File: src/rtl/cnn_stream_pkg.sv
// Shared definitions for the CNN activation stream: word width, beat type
// and the width helper used for pointers, levels and pixel counters.
package cnn_stream_pkg;

    localparam int CNN_DATA_WIDTH = 32;

    typedef struct packed {
        logic [CNN_DATA_WIDTH-1:0] data;
        logic                      last;
    } cnnBeat_t;

    // Counters still need one bit when the range collapses to a single value.
    function automatic int clog2Min1(input int n);
        return (n <= 2) ? 1 : $clog2(n);
    endfunction

endpackage

File: src/rtl/cnn_relu_stream_sink_if.sv
// Stream bundle between the ReLU stage / feature-map writer (master) and the sink (slave).
interface cnn_relu_stream_sink_if
    import cnn_stream_pkg::*;
#(
    parameter int DATA_WIDTH = CNN_DATA_WIDTH,
    parameter int FIFO_DEPTH = 16
);
    localparam int LVL_W = clog2Min1(FIFO_DEPTH) + 1;

    logic                  valid_in;
    logic [DATA_WIDTH-1:0] in;
    logic                  ready_in;
    logic [DATA_WIDTH-1:0] out;
    logic                  valid_out;
    logic                  last_out;
    logic [LVL_W-1:0]      level;
    logic                  overflow;

    modport master (
        output valid_in, in, ready_in,
        input  out, valid_out, last_out, level, overflow
    );

    modport slave (
        input  valid_in, in, ready_in,
        output out, valid_out, last_out, level, overflow
    );

endinterface

File: src/rtl/cnn_relu_stream_sink_fifo.sv
// First-word-fall-through synchronous FIFO; head word is visible on rdata_o
// whenever the FIFO is non-empty, so a push at edge N is readable after edge N.
module cnn_sync_fifo
    import cnn_stream_pkg::*;
#(
    parameter int  DATA_WIDTH = CNN_DATA_WIDTH,
    parameter int  DEPTH      = 16,
    localparam int PTR_W      = clog2Min1(DEPTH),
    localparam int LVL_W      = clog2Min1(DEPTH) + 1
) (
    input  logic                  clk,
    input  logic                  reset,
    input  logic                  push_i,
    input  logic                  pop_i,
    input  logic [DATA_WIDTH-1:0] wdata_i,
    output logic [DATA_WIDTH-1:0] rdata_o,
    output logic [LVL_W-1:0]      level_o,
    output logic                  full_o,
    output logic                  empty_o
);

    logic [DATA_WIDTH-1:0] mem_q [DEPTH];
    logic [PTR_W-1:0]      wrPtr_q, wrPtr_d;
    logic [PTR_W-1:0]      rdPtr_q, rdPtr_d;
    logic [LVL_W-1:0]      level_q, level_d;

    // Power-of-two depth lets the pointers wrap naturally on overflow of their width.
    always_comb begin
        wrPtr_d = wrPtr_q;
        rdPtr_d = rdPtr_q;
        level_d = level_q;
        if (push_i) begin
            wrPtr_d = wrPtr_q + 1'b1;
        end
        if (pop_i) begin
            rdPtr_d = rdPtr_q + 1'b1;
        end
        if (push_i && !pop_i) begin
            level_d = level_q + 1'b1;
        end else if (pop_i && !push_i) begin
            level_d = level_q - 1'b1;
        end
    end

    always_ff @(posedge clk) begin
        if (!reset) begin
            wrPtr_q <= '0;
            rdPtr_q <= '0;
            level_q <= '0;
        end else begin
            wrPtr_q <= wrPtr_d;
            rdPtr_q <= rdPtr_d;
            level_q <= level_d;
        end
    end

    // When full, a simultaneous push lands in the slot being popped this cycle.
    always_ff @(posedge clk) begin
        if (push_i) begin
            mem_q[wrPtr_q] <= wdata_i;
        end
    end

    assign rdata_o = mem_q[rdPtr_q];
    assign level_o = level_q;
    assign full_o  = (level_q == LVL_W'(DEPTH));
    assign empty_o = (level_q == '0);

endmodule

File: src/rtl/cnn_relu_stream_sink.sv
// Receiving end of the valid-only ReLU activation stream: buffers words, re-emits
// them on valid/ready, tags the last pixel of each feature map and flags drops.
module cnn_relu_stream_sink
    import cnn_stream_pkg::*;
#(
    parameter int DATA_WIDTH = CNN_DATA_WIDTH,
    parameter int FIFO_DEPTH = 16,
    parameter int MAP_SIZE   = 4096
) (
    input  logic                   clk,
    input  logic                   reset,
    cnn_relu_stream_sink_if.slave  s
);

    localparam int LVL_W = clog2Min1(FIFO_DEPTH) + 1;
    localparam int CNT_W = clog2Min1(MAP_SIZE);

    logic [DATA_WIDTH-1:0] fifoHead;
    logic [LVL_W-1:0]      fifoLevel;
    logic                  fifoFull;
    logic                  fifoEmpty;
    logic                  push;
    logic                  pop;
    logic                  validOut;
    logic                  lastOut;
    logic [CNT_W-1:0]      pixCnt_q, pixCnt_d;
    logic                  overflow_q, overflow_d;

    // A full FIFO still accepts a word when the head leaves in the same cycle.
    assign validOut = !fifoEmpty;
    assign pop      = validOut && s.ready_in;
    assign push     = s.valid_in && (!fifoFull || pop);
    assign lastOut  = validOut && (pixCnt_q == CNT_W'(MAP_SIZE - 1));

    cnn_sync_fifo #(
        .DATA_WIDTH (DATA_WIDTH),
        .DEPTH      (FIFO_DEPTH)
    ) u_fifo (
        .clk     (clk),
        .reset   (reset),
        .push_i  (push),
        .pop_i   (pop),
        .wdata_i (s.in),
        .rdata_o (fifoHead),
        .level_o (fifoLevel),
        .full_o  (fifoFull),
        .empty_o (fifoEmpty)
    );

    always_comb begin
        pixCnt_d   = pixCnt_q;
        overflow_d = overflow_q;
        if (pop) begin
            pixCnt_d = lastOut ? '0 : pixCnt_q + 1'b1;
        end
        if (s.valid_in && fifoFull && !pop) begin
            overflow_d = 1'b1;
        end
    end

    always_ff @(posedge clk) begin
        if (!reset) begin
            pixCnt_q   <= '0;
            overflow_q <= 1'b0;
        end else begin
            pixCnt_q   <= pixCnt_d;
            overflow_q <= overflow_d;
        end
    end

    assign s.out       = validOut ? fifoHead : '0;
    assign s.valid_out = validOut;
    assign s.last_out  = lastOut;
    assign s.level     = fifoLevel;
    assign s.overflow  = overflow_q;

endmodule

File: src/flat_wrapper.sv
// flat-port wrapper written by rule: the top's interface ports become plain ports
module cnn_relu_stream_sink_flat import cnn_stream_pkg::*;
#(
    parameter int DATA_WIDTH = CNN_DATA_WIDTH,
    parameter int FIFO_DEPTH = 16,
    parameter int MAP_SIZE   = 4096
)
  (clk, reset, s_valid_in, s_in, s_ready_in, s_out, s_valid_out, s_last_out, s_level, s_overflow);
  cnn_relu_stream_sink_if #(.DATA_WIDTH(DATA_WIDTH), .FIFO_DEPTH(FIFO_DEPTH)) s_i ();
  input  logic clk;
  input  logic reset;
  input wire logic [$bits(s_i.valid_in)-1:0] s_valid_in;
  input wire logic [$bits(s_i.in)-1:0] s_in;
  input wire logic [$bits(s_i.ready_in)-1:0] s_ready_in;
  output wire logic [$bits(s_i.out)-1:0] s_out;
  output wire logic [$bits(s_i.valid_out)-1:0] s_valid_out;
  output wire logic [$bits(s_i.last_out)-1:0] s_last_out;
  output wire logic [$bits(s_i.level)-1:0] s_level;
  output wire logic [$bits(s_i.overflow)-1:0] s_overflow;
  assign s_i.valid_in = s_valid_in;
  assign s_i.in = s_in;
  assign s_i.ready_in = s_ready_in;
  assign s_out = s_i.out;
  assign s_valid_out = s_i.valid_out;
  assign s_last_out = s_i.last_out;
  assign s_level = s_i.level;
  assign s_overflow = s_i.overflow;
  cnn_relu_stream_sink #(.DATA_WIDTH(DATA_WIDTH), .FIFO_DEPTH(FIFO_DEPTH), .MAP_SIZE(MAP_SIZE)) u_core (.clk(clk), .reset(reset), .s(s_i));
endmodule
File: config.mk
export PLATFORM = sky130hd
export DESIGN_NAME = cnn_relu_stream_sink_flat
export DESIGN_NICKNAME = d
export VERILOG_FILES = /design/src/rtl/cnn_stream_pkg.sv /design/src/rtl/cnn_relu_stream_sink_if.sv /design/src/rtl/cnn_relu_stream_sink_fifo.sv /design/src/rtl/cnn_relu_stream_sink.sv /design/src/flat_wrapper.sv
export SDC_FILE = /design/constraint.sdc
export NUM_CORES = 1
export LEC_CHECK = 0
export ABC_AREA = 1
export CORE_MARGIN = 2
export CORE_UTILIZATION = 40
export DETAILED_ROUTE_END_ITERATION = 6
export SKIP_CTS_REPAIR_TIMING = 1
export SLEW_MARGIN = 25
export SYNTH_ARGS = -nofsm -noshare
export SYNTH_HDL_FRONTEND = slang
export SYNTH_SLANG_ARGS = --single-unit
File: constraint.sdc
create_clock -name clk -period 3.12 [get_ports clk]
set_input_delay 0.624 -clock clk [delete_from_list [all_inputs] [get_ports clk]]
set_output_delay 0.624 -clock clk [all_outputs]
set_load 0.02 [all_outputs]
# --- Word-level counts from Yosys, hierarchy flattened ---
# Memory sizes are Yosys's and may differ from the RTL's. A register that Yosys moved wholly into a read port is not among the register bits.
# Cells that the tools add are included.
classes:
  eq_ne: 2
  n_mux: 8
  n_reduce_logical: 14
  addsub: 5
ops:
  columns: ["cell", "count"]
  rows:
  - ["$mux W32", 1]
  - ["$add A12 B1 Y12 const B", 1]
  - ["$eq A12 B12 Y1 const B", 1]
  - ["$mux W12", 1]
  - ["$mux W5", 2]
  - ["$add A4 B1 Y4 const B", 2]
  - ["$mux W4", 2]
  - ["$logic_and A1 B1 Y1", 7]
  - ["$add A5 B1 Y5 const B", 1]
  - ["$eq A5 B5 Y1 const B", 1]
  - ["$logic_not A5 Y1", 1]
  - ["$sub A5 B1 Y5 const B", 1]
  - ["$logic_not A1 Y1", 4]
  - ["$mux W1", 2]
  - ["$reduce_bool A2 Y1", 1]
  - ["$logic_or A1 B1 Y1", 1]
word_totals:
  register_bits: 26
  mem_bits_rw: 512
  output_inout_bits: 40
  word_cells: 35
  input_bits: 36
  memories: 1
memory_table:
  columns: ["name", "words", "width", "read_ports", "rd_clocked_by_memory_dff", "wr", "line_no", "text"]
  rows:
  - ["u_core.u_fifo.mem_q", 16, 32, 1, 1, 1, "cnn_relu_stream_sink_fifo.sv:22", "logic [DATA_WIDTH-1:0] mem_q [DEPTH];"]

# --- Longest topological paths before layout ---
# Gate-level depths: netlist of the first run.
depth:
  ltp_word: 9
  ltp_mapped: 15

# --- Modules after synthesis ---
# A second synthesis of the first run with hierarchy kept.
unflattened:
  hier_cells: 2359
  area_unflattened_um2: 23906.7
modules_own_cells:
  columns: ["mod", "area_each_um2", "seq_area_each_um2", "cells_per_inst", "instances"]
  rows:
  - ["cnn_sync_fifo", 22902.0, 15715.1, 2187, 1]
  - ["cnn_relu_stream_sink", 1004.7, 260.2, 172, 1]

# --- Worst setup path before layout of the first run ---
# No wires, ideal clock.
synth_path:
  kind: "flip-flop to flip-flop"
  start: "reg u_core.u_fifo.level_q[0], in the netlist u_core.u_fifo.level_o[0]"
  end: "mem u_core.u_fifo.mem_q[0][0] in the netlist's numbering, enable pin"
  path_buffers: 0
  stages_incl_launch_ff: 7
  required_time_ns: 2.699
  setup_time_ns: 0.421
  period_less_slack_ns: 2.930
  setup_slack_ns: 0.190
  arrival_ns: 2.509
  cell_sequence: "dfxtp_1 > nor2_1 > nand4_1 > nand2_1 > inv_1 > nand2_1 > nor2_1"
synth_via:
  elab_chain_cells: 7
synth_lines:
  columns: ["item", "line_no", "text"]
  rows:
  - ["start: declaration", "cnn_relu_stream_sink_fifo.sv:25", "logic [LVL_W-1:0] level_q, level_d;"]
  - ["start signal: assignment", "cnn_relu_stream_sink_fifo.sv:53", "level_q <= level_d;"]
  - ["$logic_not A5 Y1", "cnn_relu_stream_sink_fifo.sv:67", "assign empty_o = (level_q == '0);"]
  - ["$logic_not A1 Y1", "cnn_relu_stream_sink.sv:30", "assign validOut = !fifoEmpty;"]
  - ["$logic_and A1 B1 Y1", "cnn_relu_stream_sink.sv:31", "assign pop = validOut && s.ready_in;"]
  - ["$logic_or A1 B1 Y1 *", "cnn_relu_stream_sink.sv:32", "assign push = s.valid_in && (!fifoFull || pop);"]
  - ["$logic_and A1 B1 Y1 *", "cnn_relu_stream_sink.sv:32", null]
  - ["named net u_core.push", "cnn_relu_stream_sink.sv:22", "logic push;"]
  - ["$mux W1 *", "cnn_relu_stream_sink_fifo.sv:59", "if (push_i) begin"]
  - ["$mux W1 (implied by the code) *", "cnn_relu_stream_sink_fifo.sv:60", "mem_q[wrPtr_q] <= wdata_i;"]
  - ["end: declaration", "cnn_relu_stream_sink_fifo.sv:22", null]
# The timed path passes the listed nets; every way through them passes the cells marked *.

==> summary.md, run 1 <==
| Metric | Value |
|---|---|
| Crit Path Class | `reg -> out` |
| Drt pass-1 iters | `5` |
| Total CTS buffers | `56` |
| Netlist cell types | `29` |
| Max clock buf depth | `3` |
| Largest net degree at the start of global routing | `98` |
| GPL Wtd Cong | `0.7714` |
| Most frequent cells in the layout | `701 x nand2_1, 512 x edfxtp_1, 400 x nand3_1` |
| Critical Path AT | `2370 ps` |
| CP most frequent cell | `nand2_1` |
| Synthesized area | `22270 sq um` |
| Share of cells above drive strength 1 | `9.579%` |
| Setup crit start kind | `flop` |
| Leading post-synthesis cells by cell area | `edfxtp_1 69%, nand2_1 12%, nand3_1 9.0%` |
| P&R area growth vs syn | `17.08%` |
| CP Max Fanout | `44` |
| Mean Syn Cell Area | `11.58 sq um` |
| CTS tree | `done` |
| Max stage delay on crit path | `460 ps` |
| Relative slew slack | `57.16%` |
| Final core occ | `47.32%` |
| Setup Skew | `22.64 ps` |
| H-tree Lvls | `2` |
| PD cells | `765.0 nW/um^2` |
| Pins over their slew limit | `0` |
| Antenna Nets Post-Route | `0` |
| Setup crit end kind | `output pin` |
| Fin nets | `2070` |
| Worst-Margin Slew | `640.6 ps` |
| RSZ-0062 raised after global routing | `yes` |
| Max Fclk | `333.9 MHz` |
| DRT iter0 DRCs | `1304` |
| Async set-or-reset flop fraction in the synthesized netlist | `0%` |
| Status | `finished, final reports clean` |
| Largest area contributor in the netlist | `edfxtp_1` |
| Root buf cell | `clkbuf_16` |
| DRC | `0` |
| Remaining global-route overflow | `0` |
| Leak | `9.515 nW` |
| IO Pins | `76` |
| Sequential share of the synthesized area | `71.75%` |
| Core ar. | `55090 sq um` |
| Fin crit share | `95.98%` |
| Tot GR Track Use | `19.28%` |
| Initial antenna violation count | `1` |
| Die ar. | `57570 sq um` |
| Post-route minimum period | `2995 ps` |
| Slowest CP cell | `dfxtp_4` |
| CTS sink cnt | `542` |
| Worst VDD drop | `0.0004529 V` |
| Buffers on Ports | `75` |
| Final Hold Viols | `0` |
| Vias post-DR | `14510` |
| Crit path max-delay family | `buffers and inverters` |
| Final wirelength | `56200 um` |
| Starting Density | `40.41%` |
| First-pass GRT wire length | `84360 um` |
| Crit path buf inv count | `3` |
| R2R Setup Slk | `830 ps` |
| Rows | `86` |
| Number of synthesized flops with an enable pin | `512` |
| Top FF cell, synth | `edfxtp_1` |
| Avg Vias per Cell | `5.154` |
| #FFs+latches synth | `542` |
| Final setup violation count | `0` |
| Routed WL per cell | `19.96 um` |
| Clock-pin slew of the registers on the worst-case setup and hold paths | `60 ps` |
| Vias in the first global route | `14210` |
| Syn Inst Count | `1923` |
| HPWL Detailed | `29960 um` |
| CP Cell Sequence | `buf_4, buf_16, nand2_1, nand3_1, nand3_1, nand2_1, nand2_1, a21oi_1, clkbuf_2` |
| MaxCap Viol Count | `0` |
| Worst skew pair latency | `610 ps` |
| Syn nets | `1970` |
| Yosys top cell area share | `69.05%` |
| Syn. warnings | `0` |
| Commonest non-fill, non-tap cell in the layout | `nand2_1` |
| Hold crit path type | `reg -> reg` |
| Pwr Total | `0.01994 W` |
| Critical Path RT | `2500 ps` |
| Die Span Y | `239.9 um` |
| Die Span X | `239.9 um` |
[final cells by class]
type                    count  area, sq um
diodes                      1        2.502
clock buffers              79         1540
clock inverters            23        120.1
fillers                  4962        29020
inverters                  36        150.1
multi-input cells        1232         5517
flip-flops and latches    542        15990
well taps                 748        935.9
repair buffers            154         1809
repair inverters            1        8.758
[where the power goes]
part           total, W  switching (W)  internal [W]
Sequential      0.00827       0.000118       0.00815
Combinational   0.00554        0.00361       0.00194
Clock           0.00613        0.00271       0.00342
[state kept, by name, summed over array words and instances, names as in the netlist, named ones only]
| register | count |
|---|---|
| u_core.pixCnt_q | 12 |
| u_core.s.overflow | 1 |
| u_core.u_fifo.level_o | 5 |
| u_core.u_fifo.mem_q | 512 |
| u_core.u_fifo.rdPtr_q | 4 |
| u_core.u_fifo.wrPtr_q | 4 |
[per-stage QoR]
step	cells	worst slack (ps)	hold WS [ps]	cell area (sq um)	setup TNS, ps
6_report	2816	125.3	487.2	26070	0
5_1_grt	2816	-20.81	521.1	26070	-45.17
4_1_cts	2802	-421.2	498.1	25890	-10520
3_5_place_dp	2700	158.5	488.2	24230	0
3_3_place_gp	2700	179.5	475.5	24230	0
2_1_floorplan	1923	189.7	462.3	22270	0
[worst min-delay path, cell delays in order (launching register included)]
cell and delay (ps):
dfxtp_1 340, a21oi_1 50, nor2_1 70
[synthesized netlist by cell type, types with 2 or more instances]
cell type,instances
xor2_1,6
o21ai_0,9
buf_4,31
inv_1,33
nor2_1,39
xnor2_1,2
nand4_1,3
a21oi_1,52
clkbuf_1,24
buf_6,24
buf_1,15
nand2_1,701
nand3_1,401
inv_2,2
edfxtp_1,512
ha_1,10
o21ai_1,2
dfxtp_1,30
buf_2,17
[path summary, 6_finish.rpt]
path / cells after the start / startpoint / end
worst max-delay path: 9 / flop / s_out[1]
worst max register to register: 8 / u_core.u_fifo.level_o[0]$_SDFFE_PN0P_ / u_core.u_fifo.mem_q[11][22]$_DFFE_PP_
worst min-delay path: 2 / u_core.s.overflow$_SDFFE_PN0P_ / u_core.s.overflow$_SDFFE_PN0P_
worst min register to register: 2 / u_core.s.overflow$_SDFFE_PN0P_ / u_core.s.overflow$_SDFFE_PN0P_
[metal layers]
layer  track usage (%)  vias up  routed length [um]
met5                 0        -                   0
met4             5.364        0                1054
met3             3.088       80                3313
met2             32.62      454               27640
met1             25.80     7073               24190
li1                  -     6906                   -
[kinds of logic after synthesis]
kind of cell	share of synthesized area (%)
buffers and inverters	4.085
and+or+nand+nor	21.71
AOI/OAI and AO/OA	1.484
DFF	71.75
adders and majority gates	0.6519
xor gates and xnor gates	0.3147
No activity file was read; power rests on OpenSTA's default activity.
==> inputs of run 2 (changes only) <==
--- a/config.mk
+++ b/config.mk
@@ -9,8 +9,11 @@
 export CORE_MARGIN = 2
 export CORE_UTILIZATION = 40
 export DETAILED_ROUTE_END_ITERATION = 6
+export RECOVER_POWER = 100
+export SETUP_SLACK_MARGIN = 0.2
 export SKIP_CTS_REPAIR_TIMING = 1
 export SLEW_MARGIN = 25
 export SYNTH_ARGS = -nofsm -noshare
 export SYNTH_HDL_FRONTEND = slang
+export SYNTH_HIERARCHICAL = 1
 export SYNTH_SLANG_ARGS = --single-unit
==> summary.md, run 2 <==
| Metric | Value |
|---|---|
| Hold crit path type | `reg -> reg` |
| Final setup violation count | `0 (unchanged)` |
| Reg2reg start | `u_core/u_fifo/level_o[1]$_SDFFE_PN0P_` |
| Yosys top cell area share | `64.31% (-4.7 points)` |
| Setup crit start kind | `flop` |
| Leading post-synthesis cells by cell area | `edfxtp_1 64%, nand2_1 11%, nand3_1 8.3%` |
| Remaining global-route overflow | `0 (unchanged)` |
| Max reg flops | `512 (unchanged)` |
| DRC | `5 (+5)` |
| Setup crit end kind | `output pin` |
| H-tree Lvls | `2 (unchanged)` |
| Post-synth top cells | `717 x nand2_1, 512 x edfxtp_1, 450 x inv_1` |
| Max Fclk | `336.3 MHz (+0.71%)` |
| Buffers on Ports | `75 (unchanged)` |
| Final core occ | `47.47% (+0.16 points)` |
| GPL Wtd Cong | `0.7921 (+2.7%)` |
| Final Hold Viols | `0 (unchanged)` |
| #FFs+latches synth | `542 (unchanged)` |
| CP Max Fanout | `28 (-36%)` |
| Share of cells above drive strength 1 | `8.651% (-0.93 points)` |
| Avg Vias per Cell | `5.029 (-2.4%)` |
| Largest area contributor in the netlist | `edfxtp_1` |
| CP most frequent cell | `nand3_1` |
| Relative slew slack | `46.97% (-10 points)` |
| Routed WL per cell | `19.49 um (-2.3%)` |
| P&R area growth vs syn | `17.20% (about the same)` |
| Leak | `11.96 nW (+26%)` |
| Worst VDD drop | `0.0004440 V (-2.0%)` |
| Register with the most flip-flops | `u_core/u_fifo/mem_q` |
| CP Cell Sequence | `buf_12, clkinv_16, buf_12, nand2_1, nand3_1, nand3_1, nand3_1, nand2_1, inv_1, nor2_1, clkbuf_1` |
| Pwr Total | `0.02106 W (+5.6%)` |
| PD cells | `751.6 nW/um^2 (-1.8%)` |
| Antenna Nets Post-Route | `0 (unchanged)` |
| Crit Path Class | `reg -> out` |
| Syn. warnings | `6 (+6)` |
| Most frequent cell after synthesis | `nand2_1` |
| Mean Syn Cell Area | `10.13 sq um (-12%)` |
| Critical Path RT | `2500 ps (about the same)` |
| Critical Path AT | `2350 ps (-20 ps)` |
| Syn Inst Count | `2359 (+23%)` |
| Rows | `89 (+3.5%)` |
| Worst Hold Path EP | `u_core/s.overflow$_SDFFE_PN0P_` |
| Initial antenna violation count | `4 (+3)` |
| Worst-Margin Slew | `795.5 ps (+154.9 ps)` |
| Synthesized area | `23910 sq um (+7.4%)` |
| Max clock buf depth | `3 (unchanged)` |
| Top FF cell, synth | `edfxtp_1` |
| Slowest CP cell | `dfxtp_4` |
| Number of synthesized flops with an enable pin | `512 (unchanged)` |
| Total CTS buffers | `55 (-1.8%)` |
| Starting Density | `40.51% (+0.093 points)` |
| Total negative slack | `0 ps (unchanged)` |
| Netlist cell types | `34 (+17%)` |
| Fin nets | `2523 (+22%)` |
| First-pass GRT wire length | `89480 um (+6.1%)` |
| DRT iter0 DRCs | `1603 (+23%)` |
| Final wirelength | `64200 um (+14%)` |
| Vias post-DR | `16560 (+14%)` |
| Drt pass-1 iters | `7 (+2)` |
| Status | `finished, violations left` |
| Worst hold margin | `488.4 ps (+1.131 ps)` |
| Fin crit share | `95.30% (-0.68 points)` |
| Worst skew pair latency | `610 ps (about the same)` |
| CTS tree | `done` |
| R2R Setup Slk | `200 ps (-630 ps)` |
| Most frequent cells in the layout | `716 x nand2_1, 512 x edfxtp_1, 448 x inv_1` |
| Worst Hold Depth | `2 (unchanged)` |
| IO Pins | `76 (unchanged)` |
| Commonest non-fill, non-tap cell in the layout | `nand2_1` |
| Worst reg2reg endpoint | `u_core/u_fifo/mem_q[4][31]$_DFFE_PP_` |
| HPWL Detailed | `32200 um (+7.5%)` |
| Die ar. | `61740 sq um (+7.2%)` |
| Violated checks | `DRC` |
| Core ar. | `59020 sq um (+7.1%)` |
| Tot GR Track Use | `18.61% (-0.67 points)` |
| Worst reg-to-reg path cell count | `10 (+2)` |
| Post-route minimum period | `2974 ps (-21.19 ps)` |
| Vias in the first global route | `15460 (+8.8%)` |
| Root buf cell | `clkbuf_16` |
| Syn nets | `2406 (+22%)` |
| RSZ-0062 raised after global routing | `yes` |
| Max stage delay on crit path | `420 ps (-40 ps)` |
| Clock-pin slew of the registers on the worst-case setup and hold paths | `60 ps (about the same)` |
| Sequential share of the synthesized area | `66.82% (-4.9 points)` |
| Pins over their slew limit | `0 (unchanged)` |
| Worst hold start | `u_core/s.overflow$_SDFFE_PN0P_` |
| Die Span Y | `248.5 um (+3.6%)` |
| MaxCap Viol Count | `0 (unchanged)` |
| Largest net degree at the start of global routing | `107 (+9.2%)` |
| Async set-or-reset flop fraction in the synthesized netlist | `0% (unchanged)` |
| Setup Skew | `17.71 ps (-4.929 ps)` |
| CTS sink cnt | `542 (unchanged)` |
| Die Span X | `248.5 um (+3.6%)` |
==> run 2: layout make-up <==
| type | count | area (sq um) |
|---|---|---|
| inverter | 454 | 1740 |
| tap | 773 | 967.2 |
| fill | 5381 | 31000 |
| timing repair buffer | 167 | 1942 |
| clock inverter | 31 | 346.6 |
| antenna | 1 | 2.502 |
| timing repair inverter | 4 | 50.05 |
| multi-input combinational | 1252 | 5509 |
| sequential | 542 | 15990 |
| clock buffer | 70 | 1473 |
==> run 2: worst max-delay path: cells and delay by family, from the launching register on <==
kind                   cells  cell delay (ps)
buffers and inverters      5              780
DFF                        1              420
and+or+nand+nor            6              540
==> run 2: power breakdown <==
part           switching, W  internal [W]  total [W]
Sequential         0.000109       0.00817    0.00828
Clock               0.00273       0.00398    0.00671
Combinational       0.00391       0.00216    0.00607
Total               0.00675        0.0143     0.0211
==> run 2: cell families (layout without fill, tap and decap cells) <==
kind of cell,count (synthesis),after routing,synth area share [%]
AND/OR/NAND/NOR,1207,1207,21.34
AO/OA/AOI/OAI,26,26,0.5705
other,0,1,0
flip-flops,542,542,66.82
buffers and inverters,565,726,10.36
XOR/XNOR,7,7,0.2565
multiplexers,1,1,0.04187
adder cells (fa/ha/maj),11,11,0.6071
==> run 2: how the worst max path moves through the flow <==
| stage | startpoint | to | slack (ps) | cells after the start |
|---|---|---|---|---|
| floorplan | u_core/u_fifo/level_o[0]$_SDFFE_PN0P_ | u_core/u_fifo/mem_q[3][0]$_DFFE_PP_ | 110 | 11 |
| global placement | s_ready_in | u_core/u_fifo/level_o[3]$_SDFFE_PN0P_ | 140 | 11 |
| detailed placement | s_ready_in | u_core/u_fifo/level_o[3]$_SDFFE_PN0P_ | 180 | 13 |
| finish | flop | s_out[4] | 150 | 11 |
| global route | flop | s_out[2] | -0.9 | 11 |
| CTS | flop | s_out[2] | -380 | 11 |
==> run 2: metal layers <==
metal	wire, um	GRT usage [%]
met4	1471	5.355
met1	27730	25.27
met3	5077	3.329
met5	15	0
met2	29910	30.60
==> run 2: metrics by stage <==
stage | area [sq um] | std cells | setup slack (ps)
after global placement | 25910 | 3157 | 138.5
after floorplan | 23960 | 2359 | 105.7
final | 28020 | 3294 | 146.5
after global routing | 28020 | 3294 | -0.9175
after detailed placement | 25910 | 3157 | 179.2
after CTS | 27730 | 3258 | -378.9
==> inputs of run 3 (changes only) <==
--- a/config.mk
+++ b/config.mk
@@ -17,3 +17,4 @@
 export SYNTH_HDL_FRONTEND = slang
 export SYNTH_HIERARCHICAL = 1
 export SYNTH_SLANG_ARGS = --single-unit
+export TNS_END_PERCENT = 50
==> summary.md, run 3 (synthesized netlist as in run 2, its figures left out) <==
| Metric | Value |
|---|---|
| Status | `finished, final reports clean` |
| Max stage delay on crit path | `440 ps (+20 ps)` |
| Worst-Margin Slew | `701.1 ps (-94.41 ps)` |
| DP Worst Slack | `38.41 ps (-140.8 ps)` |
| Seq pwr share | `40.9% (+1.6 points)` |
| Critical Path RT | `2500 ps (about the same)` |
| Final setup violation count | `0 (unchanged)` |
| RSZ-0062 raised after global routing | `yes` |
| Post-route minimum period | `2958 ps (-15.84 ps)` |
| Register with the most flip-flops | `u_core/u_fifo/mem_q` |
| Worst VDD drop | `0.0004375 V (-1.5%)` |
| Switching pwr | `0.006636 W (-1.6%)` |
| Final wirelength | `62160 um (-3.2%)` |
| Combinational Power Share | `27.1% (-1.7 points)` |
| Remaining global-route overflow | `0 (unchanged)` |
| Clock-pin slew of the registers on the worst-case setup and hold paths | `60 ps (about the same)` |
| CTS sink cnt | `542 (unchanged)` |
| Setup Skew | `29.69 ps (+11.98 ps)` |
| Antenna Nets Post-Route | `0 (unchanged)` |
| Crit Path Class | `reg -> out` |
| Cell internal pwr | `0.01372 W (-4.1%)` |
| Crit path max-delay family | `buffers and inverters` |
| First-pass GRT wire length | `91140 um (+1.9%)` |
| Fin crit share | `94.80% (-0.51 points)` |
| ANT cells | `0 (-1)` |
| Avg Vias per Cell | `4.967 (-1.2%)` |
| Total CTS buffers | `56 (+1.8%)` |
| Vias in the first global route | `15760 (+2.0%)` |
| Core ar. | `59020 sq um (unchanged)` |
| Buffers on Ports | `75 (unchanged)` |
| Setup crit end kind | `output pin` |
| Reg2reg start | `u_core/u_fifo/level_o[0]$_SDFFE_PN0P_` |
| DRT iter0 DRCs | `1423 (-11%)` |
| Final setup margin | `162.3 ps (+15.83 ps)` |
| P&R area growth vs syn | `14.93%` |
| DRC | `0 (-5)` |
| Worst Hold Depth | `2 (unchanged)` |
| Commonest non-fill, non-tap cell in the layout | `nand2_1` |
| Hold crit path type | `reg -> reg` |
| Clock power share | `32.0% (+0.2 points)` |
| CTS tree | `done` |
| Most frequent cells in the layout | `714 x nand2_1, 512 x edfxtp_1, 448 x inv_1` |
| Critical Path AT | `2330 ps (-20 ps)` |
| PD cells | `740.9 nW/um^2 (-1.4%)` |
| Pins over their slew limit | `0 (unchanged)` |
| Starting Density | `40.51% (unchanged)` |
| Vias post-DR | `16240 (-1.9%)` |
| Tot GR Track Use | `18.88% (+0.27 points)` |
| CP Cell Sequence | `inv_4, buf_16, nand3_1, nand3_1, nand3_1, nand2_1, inv_1, nor2_1, buf_2` |
| Worst path depth | `9 (-2)` |
| Die Span Y | `248.5 um (unchanged)` |
| Die Span X | `248.5 um (unchanged)` |
| Max Fclk | `338.1 MHz (+0.54%)` |
| Sw Ratio | `32.60% (+0.56 points)` |
| Setup crit start kind | `flop` |
| MaxCap Viol Count | `0 (unchanged)` |
| Initial antenna violation count | `5 (+1)` |
| Max clock buf depth | `3 (unchanged)` |
| Relative slew slack | `53.26% (+6.3 points)` |
| GPL Wtd Cong | `0.7575 (-4.4%)` |
| Drt pass-1 iters | `6 (-1)` |
| Largest net degree at the start of global routing | `136 (+27%)` |
| Worst skew pair latency | `630 ps (+20 ps)` |
| Final Hold Viols | `0 (unchanged)` |
| CP most frequent cell | `nand3_1` |
| Worst reg-to-reg path cell count | `10 (unchanged)` |
| IO Pins | `76 (unchanged)` |
| Crit path buf inv count | `4 (-1)` |
| Max reg flops | `512 (unchanged)` |
| Leak | `11.70 nW (-2.2%)` |
| Share of cells above drive strength 1 | `8.290% (-0.36 points)` |
| CP Max Fanout | `44 (+57%)` |
| Rows | `89 (unchanged)` |
| Worst hold start | `u_core/u_fifo/rdPtr_q[1]$_SDFFE_PN0P_` |
| HPWL Detailed | `31020 um (-3.7%)` |
| Slowest CP cell | `dfxtp_4` |
| Fillers | `5410 (+0.54%)` |
| Die ar. | `61740 sq um (unchanged)` |
| Fin nets | `2499 (-0.95%)` |
| H-tree Lvls | `2 (unchanged)` |
| Root buf cell | `clkbuf_16` |
| Routed WL per cell | `19.01 um (-2.5%)` |
| Total negative slack | `0 ps (unchanged)` |
[run 3: cell types whose count changed in the layout (fill, tap and decap cells not counted), moves of 3 or more]
cell,before,now
nor2_1,69,63
inv_8,4,0
buf_2,3,6
buf_8,3,0
clkbuf_16,68,60
clkbuf_8,4,0
clkbuf_2,14,22
buf_12,22,12
bufinv_16,8,5
clkbuf_4,11,8
nor2_4,8,13
clkbuf_1,26,21
[run 3: final timing paths]
| check | to | slack [ps] |
|---|---|---|
| max | s_out[0] | 160 |
| min | flop | 480 |
| max reg2reg | u_core/u_fifo/mem_q[10][22]$_DFFE_PP_ | 240 |
| min reg2reg | flop | 480 |
[run 3: metal layers]
| metal | up-vias | track usage, % | wire, um |
|---|---|---|---|
| li1 | 7748 | - | - |
| met1 | 7803 | 25.60 | 26700 |
| met2 | 566 | 31.62 | 29800 |
| met3 | 119 | 2.962 | 4103 |
| met4 | 6 | 4.996 | 1522 |
| met5 | - | 0 | 35 |
[run 3: power groups by stage]
stage               logic (W)  clock network [W]  registers, W
floorplan             0.00360                  0       0.00843
global placement      0.00536                  0       0.00847
detailed placement    0.00543                  0       0.00847
CTS                   0.00545            0.00666       0.00832
global route          0.00605            0.00694       0.00834
finish                0.00552            0.00652       0.00832
[run 3: area by class of cell]
type / instances / area [sq um] / share of cell area (%)
sequential: 542 / 15990 / 58.18
multi-input combinational: 1252 / 5559 / 20.23
inverter: 454 / 1727 / 6.284
clock buffer: 71 / 1458 / 5.305
timing repair buffer: 144 / 1434 / 5.219
tap: 773 / 967.2 / 3.520
clock inverter: 32 / 329.1 / 1.198
timing repair inverter: 2 / 17.52 / 0.06375
[run 3: worst reg2reg max path, cell delays in order, from the launching register on]
cell      delay [ps]
dfxtp_1          390
inv_1            110
nand4_1          160
nor2_4            80
inv_6             80
nand2_1          180
a21boi_0         340
buf_4            220
nand2_1          170
nor2_4           140
clkbuf_4         600
[run 3: stage by stage]
stage | hold WS [ps] | cell area, sq um | total power [W] | util, % | cells
after detailed placement | 465.9 | 25770 | 0.01390 | 43.67 | 3147
after global placement | 473.7 | 25770 | 0.01383 | 43.67 | 3147
after CTS | 487.3 | 27560 | 0.02043 | 46.70 | 3250
final | 480.1 | 27480 | 0.02036 | 46.56 | 3270
after floorplan | 449.8 | 23950 | 0.01203 | - | 2359
after global routing | 518.3 | 27480 | 0.02133 | 46.56 | 3270
